===== config.mk =====
export PLATFORM = sky130hd
export DESIGN_NAME = pipeline_hazard_ctrl
export DESIGN_NICKNAME = d
export VERILOG_FILES = /design/src/rtl/cpu_ctrl_pkg.sv /design/src/rtl/pipeline_hazard_ctrl_hazard_detect.sv /design/src/rtl/pipeline_hazard_ctrl.sv
export SDC_FILE = /design/constraint.sdc
export NUM_CORES = 1
export LEC_CHECK = 0
export CAP_MARGIN = 25
export CELL_PAD_IN_SITES_DETAIL_PLACEMENT = 1
export CELL_PAD_IN_SITES_GLOBAL_PLACEMENT = 1
export CORE_UTILIZATION = 38
export CTS_CLUSTER_DIAMETER = 40
export DETAILED_ROUTE_END_ITERATION = 8
export PLACE_DENSITY = 0.94
export SLEW_MARGIN = 20
export SYNTH_ARGS = -nofsm -noshare
export SYNTH_HDL_FRONTEND = slang
export SYNTH_SLANG_ARGS = --single-unit

===== constraint.sdc =====
create_clock -name clk -period 3.28 [get_ports clk]
set_input_delay 0.656 -clock clk [delete_from_list [all_inputs] [get_ports clk]]
set_output_delay 0.656 -clock clk [all_outputs]
set_load 0.05 [all_outputs]

===== src/rtl/cpu_ctrl_pkg.sv =====
// Shared definitions for the pipeline control block.
// Holds the hazard-controller state encoding, the default register-specifier
// width and the architectural zero-register specifier.
package cpu_ctrl_pkg;

  localparam int REG_ADDR_W = 5;

  // Writes to the zero register are discarded, so a load targeting it can
  // never create a real data dependence.
  localparam logic [REG_ADDR_W-1:0] ZERO_REG = 5'd0;

  typedef enum logic {
    RUN     = 1'b0,
    MD_BUSY = 1'b1
  } ctrl_state_e;

endpackage


===== src/rtl/pipeline_hazard_ctrl_hazard_detect.sv =====
// Load-use hazard comparator (pure combinational).
// Flags when the load currently in EX writes a register that the
// instruction in ID is about to read.
// Ports:
//   ex_memRead - EX instruction is a load
//   ex_rt      - destination register of the EX load
//   id_rs      - rs of the ID instruction (always read)
//   id_rt      - rt of the ID instruction
//   id_usesRt  - ID instruction actually reads rt
//   load_use   - hazard present this cycle
module hazard_detect
  import cpu_ctrl_pkg::*;
#(
  parameter int REG_ADDR_W = cpu_ctrl_pkg::REG_ADDR_W
) (
  input  logic                  ex_memRead,
  input  logic [REG_ADDR_W-1:0] ex_rt,
  input  logic [REG_ADDR_W-1:0] id_rs,
  input  logic [REG_ADDR_W-1:0] id_rt,
  input  logic                  id_usesRt,
  output logic                  load_use
);

  logic dest_live;
  logic rs_match;
  logic rt_match;

  // Compare the load destination against both ID source specifiers.
  always_comb begin
    dest_live = (ex_rt != REG_ADDR_W'(ZERO_REG));
    rs_match  = (ex_rt == id_rs);
    // rt only matters when the ID instruction really reads it (e.g. not
    // for immediate forms where rt is the destination).
    rt_match  = id_usesRt && (ex_rt == id_rt);
    load_use  = ex_memRead && dest_live && (rs_match || rt_match);
  end

endmodule


===== src/rtl/pipeline_hazard_ctrl.sv =====
// Central pipeline-register control for the 5-stage pipeline.
// Produces write enables and bubble (flush) controls for the PC, IF/ID,
// ID/EX, EX/MEM and MEM/WB registers, handling memory wait, multi-cycle
// multiply/divide occupancy, taken-branch flushes and load-use stalls,
// and counts front-end stall cycles for CPI measurement.
// Ports:
//   clk, reset            - clock (rising edge), async active-high reset
//   id_rs, id_rt, id_usesRt          - source info of the ID instruction
//   ex_memRead, ex_rt                - load info of the EX instruction
//   ex_branchTaken, ex_mdStart       - EX branch outcome / MD op start
//   mem_wait                          - memory not ready, freeze all
//   pcWrite..memwbWrite               - pipeline register write enables
//   ifidFlush, idexFlush, exmemFlush  - load a bubble into that register
//   md_busy, md_done                  - MD occupancy / last-cycle pulse
//   stall_cycles                      - saturating count of pcWrite=0 cycles
module pipeline_hazard_ctrl
  import cpu_ctrl_pkg::*;
#(
  parameter int REG_ADDR_W = cpu_ctrl_pkg::REG_ADDR_W,
  parameter int MD_LATENCY = 4,
  parameter int CNT_W      = 32
) (
  input  logic                  clk,
  input  logic                  reset,
  input  logic [REG_ADDR_W-1:0] id_rs,
  input  logic [REG_ADDR_W-1:0] id_rt,
  input  logic                  id_usesRt,
  input  logic                  ex_memRead,
  input  logic [REG_ADDR_W-1:0] ex_rt,
  input  logic                  ex_branchTaken,
  input  logic                  ex_mdStart,
  input  logic                  mem_wait,
  output logic                  pcWrite,
  output logic                  ifidWrite,
  output logic                  idexWrite,
  output logic                  exmemWrite,
  output logic                  memwbWrite,
  output logic                  ifidFlush,
  output logic                  idexFlush,
  output logic                  exmemFlush,
  output logic                  md_busy,
  output logic                  md_done,
  output logic [CNT_W-1:0]      stall_cycles
);

  // The start cycle counts as the first EX cycle and the cycle with
  // md_cnt==0 is the last, so the countdown starts at MD_LATENCY-2.
  localparam logic [3:0] MD_INIT = 4'(MD_LATENCY - 2);
  localparam logic [CNT_W-1:0] CNT_MAX = {CNT_W{1'b1}};

  ctrl_state_e state;
  ctrl_state_e next_state;
  logic [3:0]  md_cnt;
  logic [3:0]  next_md_cnt;
  logic        load_use;

  hazard_detect #(
    .REG_ADDR_W (REG_ADDR_W)
  ) u_hazard_detect (
    .ex_memRead (ex_memRead),
    .ex_rt      (ex_rt),
    .id_rs      (id_rs),
    .id_rt      (id_rt),
    .id_usesRt  (id_usesRt),
    .load_use   (load_use)
  );

  // State and MD countdown registers.
  always_ff @(posedge clk or posedge reset) begin
    if (reset) begin
      state  <= RUN;
      md_cnt <= 4'd0;
    end else begin
      state  <= next_state;
      md_cnt <= next_md_cnt;
    end
  end

  // Next-state and output decode; priority mem_wait > MD_BUSY > branch >
  // load-use > normal.
  always_comb begin
    next_state  = state;
    next_md_cnt = md_cnt;
    pcWrite     = 1'b1;
    ifidWrite   = 1'b1;
    idexWrite   = 1'b1;
    exmemWrite  = 1'b1;
    memwbWrite  = 1'b1;
    ifidFlush   = 1'b0;
    idexFlush   = 1'b0;
    exmemFlush  = 1'b0;
    md_busy     = (state == MD_BUSY);
    md_done     = 1'b0;

    if (mem_wait) begin
      // Whole pipeline frozen; state and countdown simply hold.
      pcWrite    = 1'b0;
      ifidWrite  = 1'b0;
      idexWrite  = 1'b0;
      exmemWrite = 1'b0;
      memwbWrite = 1'b0;
    end else begin
      case (state)
        MD_BUSY: begin
          // Front end frozen behind the MD op; bubbles drain into MEM until
          // the final cycle, when the real result is written to EX/MEM.
          pcWrite   = 1'b0;
          ifidWrite = 1'b0;
          idexWrite = 1'b0;
          if (md_cnt == 4'd0) begin
            md_done    = 1'b1;
            next_state = RUN;
          end else begin
            exmemFlush  = 1'b1;
            next_md_cnt = md_cnt - 4'd1;
          end
        end
        RUN: begin
          if (ex_mdStart) begin
            next_state  = MD_BUSY;
            next_md_cnt = MD_INIT;
          end else begin
            next_state  = RUN;
          end
          if (ex_branchTaken) begin
            // Wrong-path instructions in IF and ID are squashed; any
            // load-use against the squashed ID instruction is irrelevant.
            ifidFlush = 1'b1;
            idexFlush = 1'b1;
          end else if (load_use && !ex_mdStart) begin
            // Hold PC and IF/ID, insert one bubble into ID/EX.
            pcWrite   = 1'b0;
            ifidWrite = 1'b0;
            idexFlush = 1'b1;
          end else begin
            pcWrite   = 1'b1;
          end
        end
        default: begin
          next_state  = RUN;
          next_md_cnt = 4'd0;
        end
      endcase
    end
  end

  // Saturating count of cycles in which the PC did not advance.
  always_ff @(posedge clk or posedge reset) begin
    if (reset) begin
      stall_cycles <= '0;
    end else if (!pcWrite && (stall_cycles != CNT_MAX)) begin
      stall_cycles <= stall_cycles + CNT_W'(1);
    end else begin
      stall_cycles <= stall_cycles;
    end
  end

endmodule


==> run summary, run 1 <==
Fin Clk Skew - 0.003900 ns
Starting Density - 0.3978
clock-pin slew on the worst setup and hold paths - 0.07 ns
dpl ws - 0.1056 ns
Skew-Pair Late Insertion Delay - 0.29 ns
WHS Endpoint - stall_cycles[29]$_DFFE_PP0P_
Crit path required time - 2.62 ns
Initial DRC Count - 91
via count of the routed design - 1756
CTS Root Cell - clkbuf_8
max-slew violation count - 0
GR Util met1 - 0.2095
Num CTS Buffers - 5
Final #Nets - 295
FF+latch count, synth - 37
largest net degree at the start of global routing - 38
gp weighted congestion - 0.8099
hold crit path type - reg2reg
EDFF count, synth - 0
Final WS setup - 0.1130 ns
PnR Total Power - 0.001676 W
R2R Setup Slk - 1.04 ns
commonest non-fill, non-tap cell in the layout - clkdlybuf4s50_1
hold depth - 1
GRT Util Overall - 0.1982
die height - 75.35 um
Total Neg Setup Slack - 0 ns
antenna violations before repair - 0
Hold Slack - 0.4954 ns
Remaining Overflow, GRT - 0
Most used DFF post-synth - dfrtp_1
TritonRoute pass-1 iters - 4
Critical Path Source Type - primary input
Max Buffers Root-to-Sink - 2
CP max FO - 3
global-route wire length before repair - 8.286 mm
final worst-path cycle share - 0.9656
fin area - 2833 um^2
Routed WL - 5.105 mm
fillers - 602
Final HPWL DP - 3.955 mm
Mapped Nets - 230
commonest cells after routing, fill and taps aside - 57 x clkdlybuf4s50_1, 37 x dfrtp_1, 33 x xnor2_1
wire per inst - 14.97 um
reg2reg start - stall_cycles[15]$_DFFE_PP0P_
Die Area - 5678 um^2
Crit Path Class - in2out
routed vias/inst - 5.150
Max-Cap Viols - 0
Yosys warnings - 0
Unique masters post-synth - 34
# rows - 26
ant diodes - 0
register area share after synthesis - 0.4529
I/O pins - 64
clk sinks - 37
ys async rst share - 1.000
CTS tree - built
minimum clock period - 3.167 ns
cts repair resizes - 0
# DRC - 0
LEAKAGE - 1.182 nW
Multi-input gate area - 1046 um^2
Sequential cell area - 925.9 um^2
Worst-Margin Slew - 0.6830 ns
post-CTS setup buffers - 0
WP data arrival - 2.51 ns
worst r2r dst - stall_cycles[21]$_DFFE_PP0P_
Max Freq - 315.8 MHz
Min-Delay Startpoint - stall_cycles[29]$_DFFE_PP0P_
Final Hold Viols - 0
vias in the first global route - 1843
antenna-violating nets left - 0
H-tree Lvls - 2
area grow syn2layout - 38.56%
Pwr Density - 591.7 nW/um^2
routing usage on met3 - 0.05291
RSZ-0062 raised after global routing - no
synthesized area - 2044 um^2
crit end category - primary output
Die Width - 75.35 um
post-synthesis instance total - 205
layout cells sized above 1 - 0.09594
cts hold-fix bufs - 0
met2 Resource Use GR - 0.3681
syn avg cell area - 9.973 um^2
status - finished, final reports clean
Core Area - 5140 um^2
Reg2Reg Depth - 8
Setup Viol. Count Final - 0
# port buffers - 63
Slew headroom - 0.5405
Most Crowded Layer GR - met2
Peak VDD IR - 0.3555 mV
Post-DP Area - 2750 um^2
cell type report:
type | count | share of cell area
repair buffers | 65 | 0.2359
inverters | 6 | 0.007951
clock buffers | 6 | 0.02562
multi-input cells | 155 | 0.3693
well taps | 70 | 0.03092
flip-flops and latches | 37 | 0.3269
clock inverters | 2 | 0.003534
cell families after synthesis:
kind of cell | share of synthesized area
buffers and inverters | 0.03549
adder cells (fa/ha/maj) | 0.01836
flip-flops | 0.4529
multiplexers | 0.01285
XOR/XNOR | 0.1842
AND/OR/NAND/NOR | 0.2668
AO/OA/AOI/OAI | 0.02937
Yosys cell counts, types with 3 or more instances:
| master | instances | area share |
|---|---|---|
| a21oi_1 | 3 | 0.0073 |
| and2_1 | 4 | 0.012 |
| and3_1 | 12 | 0.037 |
| and4_1 | 3 | 0.013 |
| buf_4 | 4 | 0.015 |
| dfrtp_1 | 37 | 0.45 |
| ha_1 | 3 | 0.018 |
| inv_1 | 6 | 0.011 |
| nand2_1 | 16 | 0.029 |
| nand3_1 | 17 | 0.042 |
| nand4_1 | 13 | 0.040 |
| nor2_1 | 14 | 0.026 |
| nor3_1 | 5 | 0.012 |
| nor4_1 | 3 | 0.0092 |
| o21ai_0 | 3 | 0.0073 |
| xnor2_1 | 33 | 0.14 |
| xor2_1 | 10 | 0.043 |
per-stage QoR:
step | cells | util
2_1_floorplan | 205 | -
3_3_place_gp | 333 | 0.5351
3_5_place_dp | 333 | 0.5351
4_1_cts | 341 | 0.5511
5_1_grt | 341 | 0.5511
6_report | 341 | 0.5511
registers in the layout, summed over array words and instances (netlist names):
| signal | cells |
|---|---|
| stall_cycles | 32 |
| md_cnt | 4 |
| md_busy | 1 |
worst max-delay path by stage:
| stage | from | endpoint | slack, ns |
|---|---|---|---|
| after floorplan | md_busy$_DFFE_PP0N_ | pcWrite | 0.17 |
| after global placement | ex_rt[0] | pcWrite | 0.19 |
| after detailed placement | ex_rt[0] | pcWrite | 0.11 |
| after CTS | ex_rt[0] | pcWrite | 0.10 |
| after global routing | ex_rt[0] | pcWrite | 0.03 |
| final | ex_rt[0] | ifidWrite | 0.11 |
power by group:
| part | internal (W) | switching [W] |
|---|---|---|
| clock network | 0.000147 | 0.000159 |
| logic | 0.000287 | 0.000468 |
| registers | 0.000531 | 0.0000846 |
worst max-delay path, cell delays in order:
cell and delay, ns:
clkdlybuf4s50_1 0.47, or4_1 0.57, o21ai_1 0.18, nor2_1 0.08, o21ai_2 0.07, and2_1 0.30, buf_12 0.18
metal layers:
metal,vias up,part of all wire
li1,834,-
met1,851,0.38
met2,60,0.54
met3,11,0.050
met4,0,0.023
met5,-,0
No activity file was read; power rests on OpenSTA's default activity.
==> run 2, diff against run 1 <==
Settings changed: MAX_ROUTING_LAYER set to met4.
==> run 2 against run 1 <==
  * Maximum frequency barely moved
  * Routed wire length barely moved
  * Count of clock-buffer cells in the layout did not move
  * Critical endpoint unchanged
==> run summary, run 2 (synthesized netlist as in run 1, its figures left out) <==
Pwr Density - 591.5 nW/um^2 (was 591.7 nW/um^2)
Crit path buffers/inverters - 2 (unchanged)
final worst-path cycle share - 0.9659 (was 0.9656)
die height - 75.35 um (unchanged)
Final HPWL DP - 3.955 mm (unchanged)
RSZ-0062 raised after global routing - no (unchanged)
# port buffers - 63 (unchanged)
Worst-Margin Slew - 0.6439 ns (was 0.6830 ns)
wire per inst - 14.98 um (was 14.97 um)
Routed WL - 5.109 mm (was 5.105 mm)
routed vias/inst - 5.155 (was 5.150)
antenna violations before repair - 0 (unchanged)
TritonRoute pass-1 iters - 4 (unchanged)
Max-Cap Viols - 0 (unchanged)
crit end category - primary output (unchanged)
CP max FO - 3 (unchanged)
Total Neg Setup Slack - 0 ns (unchanged)
max FFs per register - 32 (unchanged)
# rows - 26 (unchanged)
clk sinks - 37 (unchanged)
slowest CP cell - or4_1 (unchanged)
Peak VDD IR - 0.3552 mV (was 0.3555 mV)
Fin Clk Skew - 0.004606 ns (was 0.003900 ns)
Remaining Overflow, GRT - 0 (unchanged)
CP cell instances - clkdlybuf4s50_1 > or4_1 > o21ai_1 > nor2_1 > o21ai_2 > and2_1 > buf_12 (unchanged)
Crit path required time - 2.62 ns (about the same)
I/O pins - 64 (unchanged)
cts hold-fix bufs - 0 (unchanged)
Num CTS Buffers - 5 (unchanged)
Critical Path Source Type - primary input (unchanged)
Final #Nets - 295 (unchanged)
Hold Slack - 0.4955 ns (was 0.4954 ns)
Core Area - 5140 um^2 (unchanged)
Final Hold Viols - 0 (unchanged)
vias in the first global route - 1841 (was 1843)
gp weighted congestion - 0.8218 (was 0.8099)
via count of the routed design - 1758 (was 1756)
cts repair resizes - 0 (unchanged)
minimum clock period - 3.168 ns (was 3.167 ns)
commonest cells after routing, fill and taps aside - 57 x clkdlybuf4s50_1, 37 x dfrtp_1, 33 x xnor2_1 (unchanged)
layout cells sized above 1 - 0.09594 (unchanged)
Initial DRC Count - 94 (was 91)
antenna-violating nets left - 0 (unchanged)
fillers - 602 (unchanged)
Max Buffers Root-to-Sink - 2 (unchanged)
global-route wire length before repair - 8.300 mm (was 8.286 mm)
post-CTS setup buffers - 0 (unchanged)
LEAKAGE - 1.182 nW (unchanged)
WP data arrival - 2.51 ns (about the same)
Starting Density - 0.3978 (unchanged)
CTS Root Cell - clkbuf_8 (unchanged)
# DRC - 0 (unchanged)
area grow syn2layout - 38.56% (unchanged)
largest net degree at the start of global routing - 38 (unchanged)
Die Width - 75.35 um (unchanged)
max-slew violation count - 0 (unchanged)
Biggest register - stall_cycles (unchanged)
status - finished, final reports clean (unchanged)
commonest non-fill, non-tap cell in the layout - clkdlybuf4s50_1 (unchanged)
Crit Path Class - in2out (unchanged)
max incr delay on CP - 0.57 ns (about the same)
clock-pin slew on the worst setup and hold paths - 0.07 ns (about the same)
hold crit path type - reg2reg (unchanged)
CTS tree - built (unchanged)
H-tree Lvls - 2 (unchanged)
Skew-Pair Late Insertion Delay - 0.29 ns (about the same)
GRT Util Overall - 0.2047 (was 0.1982)
Setup Viol. Count Final - 0 (unchanged)
Worst path top cell family by delay - simple AND/OR/NAND/NOR gates (unchanged)
ant diodes - 0 (unchanged)
Die Area - 5678 um^2 (unchanged)
Slew headroom - 0.5668 (was 0.5405)
Max Freq - 315.7 MHz (was 315.8 MHz)
==> run 2: cell counts in the layout (fill, tap and decap cells not counted) <==
Identical to the previous run, type by type.
==> run 2: path summary, 6_finish.rpt <==
kind                                                   start                      endpoint  slack, ns  cells after the start
worst max-delay path                                ex_rt[0]                     ifidWrite       0.11                      7
worst min-delay path            stall_cycles[29]$_DFFE_PP0P_  stall_cycles[29]$_DFFE_PP0P_       0.50                      1
worst max register to register  stall_cycles[15]$_DFFE_PP0P_  stall_cycles[21]$_DFFE_PP0P_       1.04                      8
worst min register to register  stall_cycles[29]$_DFFE_PP0P_  stall_cycles[29]$_DFFE_PP0P_       0.50                      1
max in group asynchronous                              reset  stall_cycles[31]$_DFFE_PP0P_       2.18                      3
min in group asynchronous                              reset   stall_cycles[4]$_DFFE_PP0P_       0.77                      3
==> run 2: power breakdown <==
group	switching [W]	total, W	internal (W)
sequential	0.0000848	0.000616	0.000531
clock	0.000159	0.000306	0.000147
combinational	0.000467	0.000754	0.000286
total	0.000711	0.00168	0.000965
==> run 2: cell type report <==
| cell class | count | area (um^2) | area share |
|---|---|---|---|
| repair buffers | 65 | 668.1 | 0.2359 |
| clock buffers | 6 | 72.57 | 0.02562 |
| inverters | 6 | 22.52 | 0.007951 |
| clock inverters | 2 | 10.01 | 0.003534 |
| flip-flops and latches | 37 | 925.9 | 0.3269 |
| multi-input cells | 155 | 1046 | 0.3693 |
| well taps | 70 | 87.58 | 0.03092 |
==> run 2: per-stage QoR <==
stage / instances / util / setup slack [ns] / power (W) / instance area, um^2
3_3_place_gp: 333 / 0.5351 / 0.1855 / 0.001358 / 2750
5_1_grt: 341 / 0.5511 / 0.02604 / 0.001760 / 2833
6_report: 341 / 0.5511 / 0.1119 / 0.001676 / 2833
2_1_floorplan: 205 / - / 0.1673 / 0.001132 / 2044
4_1_cts: 341 / 0.5511 / 0.1001 / 0.001700 / 2833
3_5_place_dp: 333 / 0.5351 / 0.1056 / 0.001384 / 2750
==> run 2: metal layers <==
layer	vias up	GRT usage	routed length (um)
met2	60	0.3681	2787
met1	853	0.2145	1991
met4	0	0.08848	103
li1	835	-	-
met3	10	0.04630	227
met5	-	-	0
==> run 3, diff against run 2 <==
Settings changed: ABC_AREA set to 1, CORE_UTILIZATION 38 to 37, PLACE_DENSITY 0.94 to 0.93.
==> run 3 against run 2 <==
  * Synthesized cell count rose by 110%
  * Flip-flop and latch count is the same
  * Clock power grew 18%
  * Critical path type unchanged
  * Critical endpoint is now ifidFlush
==> run summary, run 3 <==
Fin Clk Skew - 0.006434 ns (was 0.004606 ns)
Max Buffers Root-to-Sink - 2 (unchanged)
syn avg cell area - 6.316 um^2 (was 9.973 um^2)
commonest non-fill, non-tap cell in the layout - nand2_1 (was clkdlybuf4s50_1)
Remaining Overflow, GRT - 0 (unchanged)
# rows - 31 (was 26)
max FFs per register - 32 (unchanged)
Total Neg Setup Slack - 0 ns (unchanged)
register area share after synthesis - 0.3339 (was 0.4529)
Post-DP Area - 3483 um^2 (was 2750 um^2)
max incr delay on CP - 0.81 ns (was 0.57 ns)
Starting Density - 0.3823 (was 0.3978)
commonest cells after routing, fill and taps aside - 197 x nand2_1, 63 x nor2_1, 59 x clkdlybuf4s50_1 (was 57 x clkdlybuf4s50_1, 37 x dfrtp_1, 33 x xnor2_1)
Final HPWL DP - 6.795 mm (was 3.955 mm)
Skew-Pair Late Insertion Delay - 0.29 ns (about the same)
layout cells sized above 1 - 0.04990 (was 0.09594)
Initial DRC Count - 124 (was 94)
WP data arrival - 2.30 ns (was 2.51 ns)
synthesized area - 2773 um^2 (was 2044 um^2)
fin area - 3585 um^2 (was 2833 um^2)
Worst path top cell family by delay - buffers and inverters (was simple AND/OR/NAND/NOR gates)
Max-Cap Viols - 0 (unchanged)
via count of the routed design - 3074 (was 1758)
CTS Root Cell - clkbuf_8 (unchanged)
gp weighted congestion - 0.9048 (was 0.8218)
# port buffers - 63 (unchanged)
Die Area - 7844 um^2 (was 5678 um^2)
die height - 88.57 um (was 75.35 um)
Peak VDD IR - 0.4209 mV (was 0.3552 mV)
clk sinks - 37 (unchanged)
dpl ws - 0.3051 ns (was 0.1056 ns)
TritonRoute pass-1 iters - 4 (unchanged)
I/O pins - 64 (unchanged)
Finished Layout Cells - 600 (was 341)
Yosys top cell by area - dfrtp_1 (unchanged)
Max Freq - 337.8 MHz (was 315.7 MHz)
antenna violations before repair - 0 (unchanged)
max-slew violation count - 0 (unchanged)
cts repair resizes - 0 (unchanged)
slowest CP cell - clkdlybuf4s50_1 (was or4_1)
CP max FO - 4 (was 3)
Synth area leaders - dfrtp_1 33%, nand2_1 27%, nor2_1 8.8%, nand4_1 7.9%, inv_1 4.6% (was dfrtp_1 45%, xnor2_1 14%, xor2_1 4.3%, nand3_1 4.2%, nand4_1 4.0%)
Final WS setup - 0.3193 ns (was 0.1119 ns)
area grow syn2layout - 29.29% (was 38.56%)
GRT Util Overall - 0.2460 (was 0.2047)
Crit path buffers/inverters - 3 (was 2)
clock-pin slew on the worst setup and hold paths - 0.07 ns (about the same)
vias in the first global route - 3047 (was 1841)
# DRC - 0 (unchanged)
hold crit path type - reg2reg (unchanged)
minimum clock period - 2.961 ns (was 3.168 ns)
Pwr Density - 479.1 nW/um^2 (was 591.5 nW/um^2)
most frequent cell after synthesis - nand2_1 (was dfrtp_1)
Critical Path Source Type - primary input (unchanged)
routed vias/inst - 5.123 (was 5.155)
Yosys warnings - 0 (unchanged)
crit end category - primary output (unchanged)
post-synthesis instance total - 439 (was 205)
PnR Total Power - 0.001717 W (was 0.001676 W)
Crit Path Class - in2out (unchanged)
post-CTS setup buffers - 0 (unchanged)
cts hold-fix bufs - 0 (unchanged)
Most used DFF post-synth - dfrtp_1 (unchanged)
dpl cells - 592 (was 333)
Setup Viol. Count Final - 0 (unchanged)
global-route wire length before repair - 14.51 mm (was 8.300 mm)
Final #Nets - 525 (was 295)
antenna-violating nets left - 0 (unchanged)
largest net degree at the start of global routing - 38 (unchanged)
final worst-path cycle share - 0.9027 (was 0.9659)
CTS tree - built (unchanged)
Slew headroom - 0.6273 (was 0.5668)
RSZ-0062 raised after global routing - no (unchanged)
ant diodes - 0 (unchanged)
Core Area - 7253 um^2 (was 5140 um^2)
FF+latch count, synth - 37 (unchanged)
Unique masters post-synth - 23 (was 34)
status - finished, final reports clean (unchanged)
LEAKAGE - 1.709 nW (was 1.182 nW)
Num CTS Buffers - 5 (unchanged)
most instantiated cells after synthesis - 197 x nand2_1, 65 x nor2_1, 37 x dfrtp_1 (was 37 x dfrtp_1, 33 x xnor2_1, 17 x nand3_1)
H-tree Lvls - 2 (unchanged)
fillers - 1005 (was 602)
post-synth top area share - 0.3339 (was 0.4529)
ys async rst share - 1.000 (unchanged)
Mapped Nets - 464 (was 230)
Crit path required time - 2.62 ns (about the same)
Worst-Margin Slew - 0.5573 ns (was 0.6439 ns)
Routed WL - 8.854 mm (was 5.109 mm)
Final Hold Viols - 0 (unchanged)
wire per inst - 14.76 um (was 14.98 um)
Biggest register - stall_cycles (unchanged)
CP cell instances - clkdlybuf4s50_1 > nor2_4 > inv_1 > nor2_4 > clkdlybuf4s50_1 (was clkdlybuf4s50_1 > or4_1 > o21ai_1 > nor2_1 > o21ai_2 > and2_1 > buf_12)
EDFF count, synth - 0 (unchanged)
Die Width - 88.57 um (was 75.35 um)
==> run 3: report_power, final <==
part | internal [W] | total (W) | switching (W)
clock | 0.000190 | 0.000361 | 0.000171
combinational | 0.000236 | 0.000758 | 0.000522
sequential | 0.000518 | 0.000598 | 0.0000804
==> run 3: worst reg2reg max path, cell delays in order (launching register included) <==
cell	delay, ns
dfrtp_1	0.46
ha_1	0.33
nand3_2	0.19
nor2_4	0.20
nand3b_1	0.10
nor2_1	0.15
nand3_2	0.10
nand3_2	0.09
buf_4	0.35
nand2_1	0.13
nand2_1	0.09
==> run 3: per-stage QoR <==
step	hold WS, ns	util
4_1_cts	0.5155	0.4942
3_3_place_gp	0.4869	0.4802
6_report	0.5049	0.4942
2_1_floorplan	0.4594	-
3_5_place_dp	0.5000	0.4802
5_1_grt	0.5452	0.4942
==> run 3: cells by family after synthesis <==
family / after synthesis / share of synthesized area
simple gates: 328 / 0.5122
compound gates: 6 / 0.01128
flops: 37 / 0.3339
fa+ha+maj: 3 / 0.01354
buf+inv: 49 / 0.07851
xor+xnor: 16 / 0.05054
==> run 3: final cells by class <==
cell class / count / area [um^2] / area share
multi-input cells: 353 / 1644 / 0.4586
flip-flops and latches: 37 / 925.9 / 0.2583
repair buffers: 68 / 658.1 / 0.1836
inverters: 35 / 131.4 / 0.03665
well taps: 99 / 123.9 / 0.03456
clock buffers: 7 / 96.34 / 0.02688
clock inverters: 1 / 5.005 / 0.001396
==> run 3: worst paths after layout <==
kind	startpoint	end	slack (ns)	depth (start not counted)
setup / recovery	mem_wait	ifidFlush	0.32	5
hold / removal	md_cnt[0]$_DFFE_PP0P_	md_cnt[0]$_DFFE_PP0P_	0.50	1
setup reg to reg	stall_cycles[0]$_DFFE_PP0P_	stall_cycles[5]$_DFFE_PP0P_	1.03	10
hold reg to reg	md_cnt[0]$_DFFE_PP0P_	md_cnt[0]$_DFFE_PP0P_	0.50	1
max in group asynchronous	reset	stall_cycles[22]$_DFFE_PP0P_	2.17	3
min in group asynchronous	reset	stall_cycles[12]$_DFFE_PP0P_	0.77	3
==> run 3: metal layers <==
metal  track usage  wire (um)  vias up
li1              -          -     1517
met4       0.06305        162        0
met2        0.4217       4363       40
met5             -          0        -
met3       0.02705        219       14
met1        0.3083       4109     1503
